`src/rtl/ama_riscv_imm_gen_pipe_if.sv`:
```
// ---------------------------------------------------------------------------
// ama_riscv_imm_gen_pipe_if
// Bundle between the decode front end and the immediate generator.
//   flush     : drop the pending result and the input offered this cycle
//   in_valid  : request valid            in_ready  : generator can accept
//   sel_in    : immediate mode (3 bits)  d_in      : instruction bits [31:7]
//   out_valid : result valid             out_ready : consumer accepts result
//   out_sel   : mode of held result      d_out     : generated immediate
// The producer/consumer side uses the master modport; the generator uses slave.
// ---------------------------------------------------------------------------
interface ama_riscv_imm_gen_pipe_if #(
  parameter int XLEN = 32
) ();
  logic            flush;
  logic            in_valid;
  logic            in_ready;
  logic [2:0]      sel_in;
  logic [24:0]     d_in;
  logic            out_valid;
  logic            out_ready;
  logic [2:0]      out_sel;
  logic [XLEN-1:0] d_out;

  modport master (
    output flush, in_valid, sel_in, d_in, out_ready,
    input  in_ready, out_valid, out_sel, d_out
  );

  modport slave (
    input  flush, in_valid, sel_in, d_in, out_ready,
    output in_ready, out_valid, out_sel, d_out
  );
endinterface

```
`src/rtl/ama_riscv_imm_gen_pipe.sv`:
```
// ---------------------------------------------------------------------------
// ama_riscv_imm_gen_pipe
// Pipelined RISC-V immediate generator with a one-entry registered output.
//   clk : clock
//   rst : synchronous active-low reset
//   bus : ama_riscv_imm_gen_pipe_if.slave (request, result and flush)
// An accepted request produces its immediate one cycle later. A DISABLED
// request re-issues the last generated immediate and its mode.
// ---------------------------------------------------------------------------
module ama_riscv_imm_gen_pipe #(
  parameter int XLEN = 32
) (
  input  logic                      clk,
  input  logic                      rst,
  ama_riscv_imm_gen_pipe_if.slave   bus
);

  if (XLEN != 32 && XLEN != 64) begin : g_xlen_check
    $error("ama_riscv_imm_gen_pipe: XLEN must be 32 or 64");
  end

  typedef enum logic [2:0] {
    SEL_DISABLED = 3'd0,
    SEL_I        = 3'd1,
    SEL_S        = 3'd2,
    SEL_B        = 3'd3,
    SEL_J        = 3'd4,
    SEL_U        = 3'd5,
    SEL_CSR_Z    = 3'd6,
    SEL_SHAMT    = 3'd7
  } sel_e;

  // Re-index so inst[n] is instruction bit n.
  logic [31:7] inst;
  assign inst = bus.d_in;

  sel_e            sel;
  logic signed [31:0] imm32;
  logic [XLEN-1:0] imm;
  logic            accept;

  logic            out_valid_q;
  logic [XLEN-1:0] d_out_q;
  sel_e            out_sel_q;
  logic [XLEN-1:0] last_imm_q;
  sel_e            last_sel_q;

  assign sel          = sel_e'(bus.sel_in);
  assign bus.in_ready = !out_valid_q || bus.out_ready;
  assign accept       = bus.in_valid && bus.in_ready && !bus.flush;

  // Every mode is formed as a 32-bit signed value; zero-extended modes keep
  // bit 31 clear, so one sign-extending cast covers both XLEN choices.
  always_comb begin
    // NOTE: default first so no path leaves imm32 unassigned (no latch).
    imm32 = '0;
    unique case (sel)
      SEL_I:     imm32 = {{20{inst[31]}}, inst[31:20]};
      SEL_S:     imm32 = {{20{inst[31]}}, inst[31:25], inst[11:7]};
      SEL_B:     imm32 = {{19{inst[31]}}, inst[31], inst[7], inst[30:25],
                          inst[11:8], 1'b0};
      SEL_J:     imm32 = {{11{inst[31]}}, inst[31], inst[19:12], inst[20],
                          inst[30:21], 1'b0};
      SEL_U:     imm32 = {inst[31:12], 12'b0};
      SEL_CSR_Z: imm32 = {27'b0, inst[19:15]};
      SEL_SHAMT: imm32 = (XLEN == 64) ? {26'b0, inst[25:20]}
                                      : {27'b0, inst[24:20]};
      default:   imm32 = '0;  // DISABLED: value comes from last_imm_q
    endcase
  end

  assign imm = XLEN'(imm32);

  // NOTE: sequential state uses non-blocking assignments so every register
  // samples pre-edge values regardless of statement order.
  always_ff @(posedge clk) begin
    if (!rst) begin
      out_valid_q <= 1'b0;
      d_out_q     <= '0;
      out_sel_q   <= SEL_I;
      last_imm_q  <= '0;
      last_sel_q  <= SEL_I;
    end else if (bus.flush) begin
      // Flush discards the held result but keeps its data and history.
      out_valid_q <= 1'b0;
    end else if (accept) begin
      out_valid_q <= 1'b1;
      if (sel == SEL_DISABLED) begin
        d_out_q   <= last_imm_q;
        out_sel_q <= last_sel_q;
      end else begin
        d_out_q    <= imm;
        out_sel_q  <= sel;
        last_imm_q <= imm;
        last_sel_q <= sel;
      end
    end else if (bus.out_ready) begin
      // Drain without refill: data stays, only valid drops.
      out_valid_q <= 1'b0;
    end
  end

  assign bus.out_valid = out_valid_q;
  assign bus.d_out     = d_out_q;
  assign bus.out_sel   = out_sel_q;

endmodule
```
`src/flat_wrapper.sv`:
```
// flat-port wrapper written by rule: the top's interface ports become plain ports
module ama_riscv_imm_gen_pipe_flat 
#(
  parameter int XLEN = 32
)
  (clk, rst, bus_flush, bus_in_valid, bus_sel_in, bus_d_in, bus_out_ready, bus_in_ready, bus_out_valid, bus_out_sel, bus_d_out);
  ama_riscv_imm_gen_pipe_if #(.XLEN(XLEN)) bus_i ();
  input  logic clk;
  input  logic rst;
  input wire logic [$bits(bus_i.flush)-1:0] bus_flush;
  input wire logic [$bits(bus_i.in_valid)-1:0] bus_in_valid;
  input wire logic [$bits(bus_i.sel_in)-1:0] bus_sel_in;
  input wire logic [$bits(bus_i.d_in)-1:0] bus_d_in;
  input wire logic [$bits(bus_i.out_ready)-1:0] bus_out_ready;
  output wire logic [$bits(bus_i.in_ready)-1:0] bus_in_ready;
  output wire logic [$bits(bus_i.out_valid)-1:0] bus_out_valid;
  output wire logic [$bits(bus_i.out_sel)-1:0] bus_out_sel;
  output wire logic [$bits(bus_i.d_out)-1:0] bus_d_out;
  assign bus_i.flush = bus_flush;
  assign bus_i.in_valid = bus_in_valid;
  assign bus_i.sel_in = bus_sel_in;
  assign bus_i.d_in = bus_d_in;
  assign bus_i.out_ready = bus_out_ready;
  assign bus_in_ready = bus_i.in_ready;
  assign bus_out_valid = bus_i.out_valid;
  assign bus_out_sel = bus_i.out_sel;
  assign bus_d_out = bus_i.d_out;
  ama_riscv_imm_gen_pipe #(.XLEN(XLEN)) u_core (.clk(clk), .rst(rst), .bus(bus_i));
endmodule
```
`config.mk`:
```
export PLATFORM = sky130hd
export DESIGN_NAME = ama_riscv_imm_gen_pipe_flat
export DESIGN_NICKNAME = d
export VERILOG_FILES = /design/src/rtl/ama_riscv_imm_gen_pipe_if.sv /design/src/rtl/ama_riscv_imm_gen_pipe.sv /design/src/flat_wrapper.sv
export SDC_FILE = /design/constraint.sdc
export NUM_CORES = 1
export LEC_CHECK = 0
export CAP_MARGIN = 20
export CORE_ASPECT_RATIO = 2
export CORE_UTILIZATION = 41
export DETAILED_ROUTE_END_ITERATION = 16
export GPL_ROUTABILITY_DRIVEN = 0
export GPL_TIMING_DRIVEN = 1
export PLACE_DENSITY = 0.79
export SYNTH_ARGS = -nofsm -noshare
export SYNTH_HDL_FRONTEND = slang
export SYNTH_SLANG_ARGS = --single-unit
```
`constraint.sdc`:
```
create_clock -name clk -period 1.8 [get_ports clk]
set_clock_uncertainty 0.1 [all_clocks]
set_input_delay 0.36 -clock clk [delete_from_list [all_inputs] [get_ports clk]]
set_output_delay 0.36 -clock clk [all_outputs]
set_load 0.01 [all_outputs]
```
==> flow_summary.yaml <==
floorplanning:
  pin_count: 70
  die_width_um: 45.8
  coreArea_sq_um: 3650
  num_rows: 31
  die-area_sq_um: 4110
  initial_core_util_pct: 43.2
  die_y_um: 89.7
worst_setup_path:
  crit_chain: "clkdlybuf4s50_1, or3_4, and3_4, o21ai_0, a31oi_1"
  start_kind: "input port"
  crit_type: "input port to flop"
  cpMaxStageDelayCell: "clkdlybuf4s50_1"
  critPathLaunch: "bus_sel_in[2]"
  crit_path_end_kind: "flop"
  worstRegToRegCells: 5
  crit_path_max_incr_delay_ns: 0.47
  r2r_start: "u_core.bus.out_valid"
  cp.required_ns: 1.88
  reg2reg_to: "u_core.bus.d_out[4]"
  crit_fanout: 36
  reg2reg_setup_slack_ns: 0.34
  cp.arrival_ns: 1.83
clock_network:
  h-tree-depth: 2
  clock_path_buffers: 2
  cts.sinks: 36
  tritoncts: "built"
  root_buffer: "clkbuf_8"
  clk_pin_slew_ns: 0.07
  cts_buffers: 5
  insertion_delay_ns: 0.29
logic_synthesis:
  synth_top_family_by_area: "compound AO/OA/AOI/OAI gates"
  yosysWarnings: 0
  synth_compound_area_share_pct: 25.6
  yosysSeqAreaShare_pct: 45.8
  synth-xor-area-share_pct: 0.556
  synth_area_sq_um: 1580
  async_reset_ff_share_pct: 0
  synthMuxAreaShare_pct: 0.635
  synth-seq-cells: 36
  syn_nets: 223
  synth_top_area_share_pct: 45.8
  yosys.area_share.simple_pct: 20.3
  synthAdderAreaFrac_pct: 0
  synth-edff-count: 0
  synthesis.instances: 190
  synthTopCellsByCount: "36 x dfxtp_1, 25 x nand2_1, 21 x a21oi_1"
  ys_types: 32
  synth_ff_type: "dfxtp_1"
  netlist_top_cells_area: "dfxtp_1 46%, a21oi_1 6.7%, nand2_1 6.0%"
  yosys.area.top_type: "dfxtp_1"
  syn_avg_cell_area_sq_um: 8.29
  yosysMostFrequentCell: "dfxtp_1"
final_layout:
  nFillCells: 338
  seqCellArea_sq_um: 721
  drive_gt1_share_pct: 11.5
  multi_input_area_sq_um: 761
  final_util_pct: 68.4
  area_growth_syn_to_layout_pct: 58.3
  antenna_cells: 0
  nets: 302
sta:
  rsz0062_at_grt: "yes"
  hold_slack_ns: 0.353
  hold_viol_final: 0
  fin_crit_sh_pct: 97.6
  fin_crit_ns: 1.76
  setup_ws_ns: 0.0427
  maxSlewViolCount: 0
  worst_pin_slew_ns: 0.519
  max_freq_mhz: 569
  slew_headroom_pct: 65.2
  setup_viol: 0
place:
  port_buffers: 69
  hpwl_um: 3220
  pre_cts_ws_ns: -0.281
power:
  p_switching_mw: 0.484
  static-leakage-power_nw: 0.898
  intPower_mw: 1.39
  peakVddDrop_v: 0.000572
  p_sw_share_pct: 25.9
  combinationalPowerShare_pct: 21.9
  p_per_area_nw_per_um2: 751
  pwr-share-seq_pct: 46.5
  p_clk_share_pct: 31.6
min_path:
  holdPathEnd: "u_core.bus.d_out[7]"
  holdCritStartpoint: "u_core.bus.d_out[7]"
  min_path_cells: 2
  timing.hold.worst.class: "flop to flop"
run:
  maxCapViolCount: 0
routing:
  drt_iter0_drc: 27
  via_count: 1655
  wl_per_cell_um: 13.7
  first_pass_iters: 4
  avgViaCountPerCell: 5.19
  postRouteAntennaNets: 0
  drc: 0
  routed_wl_um: 4380
global_route:
  antenna_found_initial: 0
  grt_usage_pct: 22.9
  grt_pass1_wl_um: 6800
  overflow: 0
  grt_max_degree: 37
  grt_pass1_vias: 1523
status:
  status: "complete, no violations"
==> flip-flops by register name (all words and copies together) (netlist names) <==
register	flops
u_core.bus.out_sel	3
u_core.bus.out_valid	1
u_core.bus.d_out	32
==> how the worst max path moves through the flow <==
stage | to | slack [ns] | cells after the start
5_1_grt | u_core.bus.d_out[4] | -0.05 | 5
2_1_floorplan | u_core.bus.d_out[21] | 0.16 | 7
4_1_cts | u_core.bus.d_out[4] | 0.02 | 5
3_5_place_dp | u_core.bus.d_out[4] | -0.28 | 5
6_report | u_core.bus.d_out[4] | 0.04 | 5
3_3_place_gp | u_core.bus.d_out[4] | -0.24 | 5
==> cell type report <==
| type | count | share of cell area (%) |
|---|---|---|
| repair buffers | 87 | 34.1 |
| multi-input cells | 136 | 30.5 |
| flip-flops and latches | 36 | 28.9 |
| clock buffers | 8 | 3.61 |
| well taps | 49 | 2.46 |
| inverters | 3 | 0.452 |
==> worst max-delay path: cells and delay by family <==
family	cells	cell delay [ns]
simple gates	2	0.70
compound gates	2	0.30
buf+inv	1	0.47
==> layout by cell type (no fill, tap or decap), drive strengths merged <==
| cell | Yosys | layout |
|---|---|---|
| inv | 2 | 2 |
| o21a | 1 | 1 |
| nor3b | 2 | 2 |
| a32oi | 4 | 4 |
| nor2 | 13 | 13 |
| a31oi | 7 | 7 |
| a221o | 1 | 1 |
| nand2 | 25 | 25 |
| or3 | 1 | 1 |
| clkinv | 1 | 1 |
| a22oi | 2 | 2 |
| dlygate4sd2 | 0 | 1 |
| nor2b | 5 | 5 |
| a211oi | 9 | 9 |
| dfxtp | 36 | 36 |
| clkbuf | 5 | 8 |
| buf | 10 | 18 |
| mux2i | 1 | 1 |
| and3 | 1 | 1 |
| xnor2 | 1 | 1 |
| o21ai | 19 | 19 |
| a22o | 1 | 1 |
| clkdlybuf4s50 | 0 | 68 |
| nand3 | 9 | 9 |
| nand2b | 1 | 1 |
| a21oi | 21 | 21 |
| nor3 | 9 | 9 |
| o2111a | 1 | 1 |
| and2 | 2 | 2 |
==> stage by stage <==
stage                     setup TNS, ns  area (sq um)  total power, mW  std cells
after floorplan                       0          1580             1.06        190
after global placement            -6.35          2390             1.29        311
after detailed placement          -6.88          2390             1.29        311
after CTS                             0          2470             1.88        319
after global routing             -0.148          2490             1.94        319
final                                 0          2490             1.87        319
==> logic make-up (layout without fill, tap and decap cells) <==
logic type | after synthesis | in the layout
buffers and inverters | 18 | 98
AO/OA/AOI/OAI | 66 | 66
multiplexers | 1 | 1
flip-flops | 36 | 36
AND/OR/NAND/NOR | 68 | 68
XOR/XNOR | 1 | 1
==> power by group through the flow <==
stage | Clock (mW) | Combinational [mW] | Sequential [mW]
2_1_floorplan | 0 | 0.154 | 0.910
6_report | 0.591 | 0.410 | 0.870
4_1_cts | 0.599 | 0.406 | 0.871
3_3_place_gp | 0 | 0.401 | 0.888
3_5_place_dp | 0 | 0.404 | 0.888
5_1_grt | 0.621 | 0.445 | 0.876
==> metal layers <==
metal | wire [um] | global-route usage (%)
met2 | 2450 | 41.4
met4 | 114 | 11.5
met5 | 0 | 0
met3 | 241 | 4.80
met1 | 1570 | 23.6
==> what timing repair did <==
item	in CTS	in global routing
hold endpoints to repair	0	0
pin swaps	0	1
setup buffers	0	0
hold buffers	0	0
resized for setup	1	5
endpoints found under the setup margin	1	14
Power figures use the tool's default switching activity.
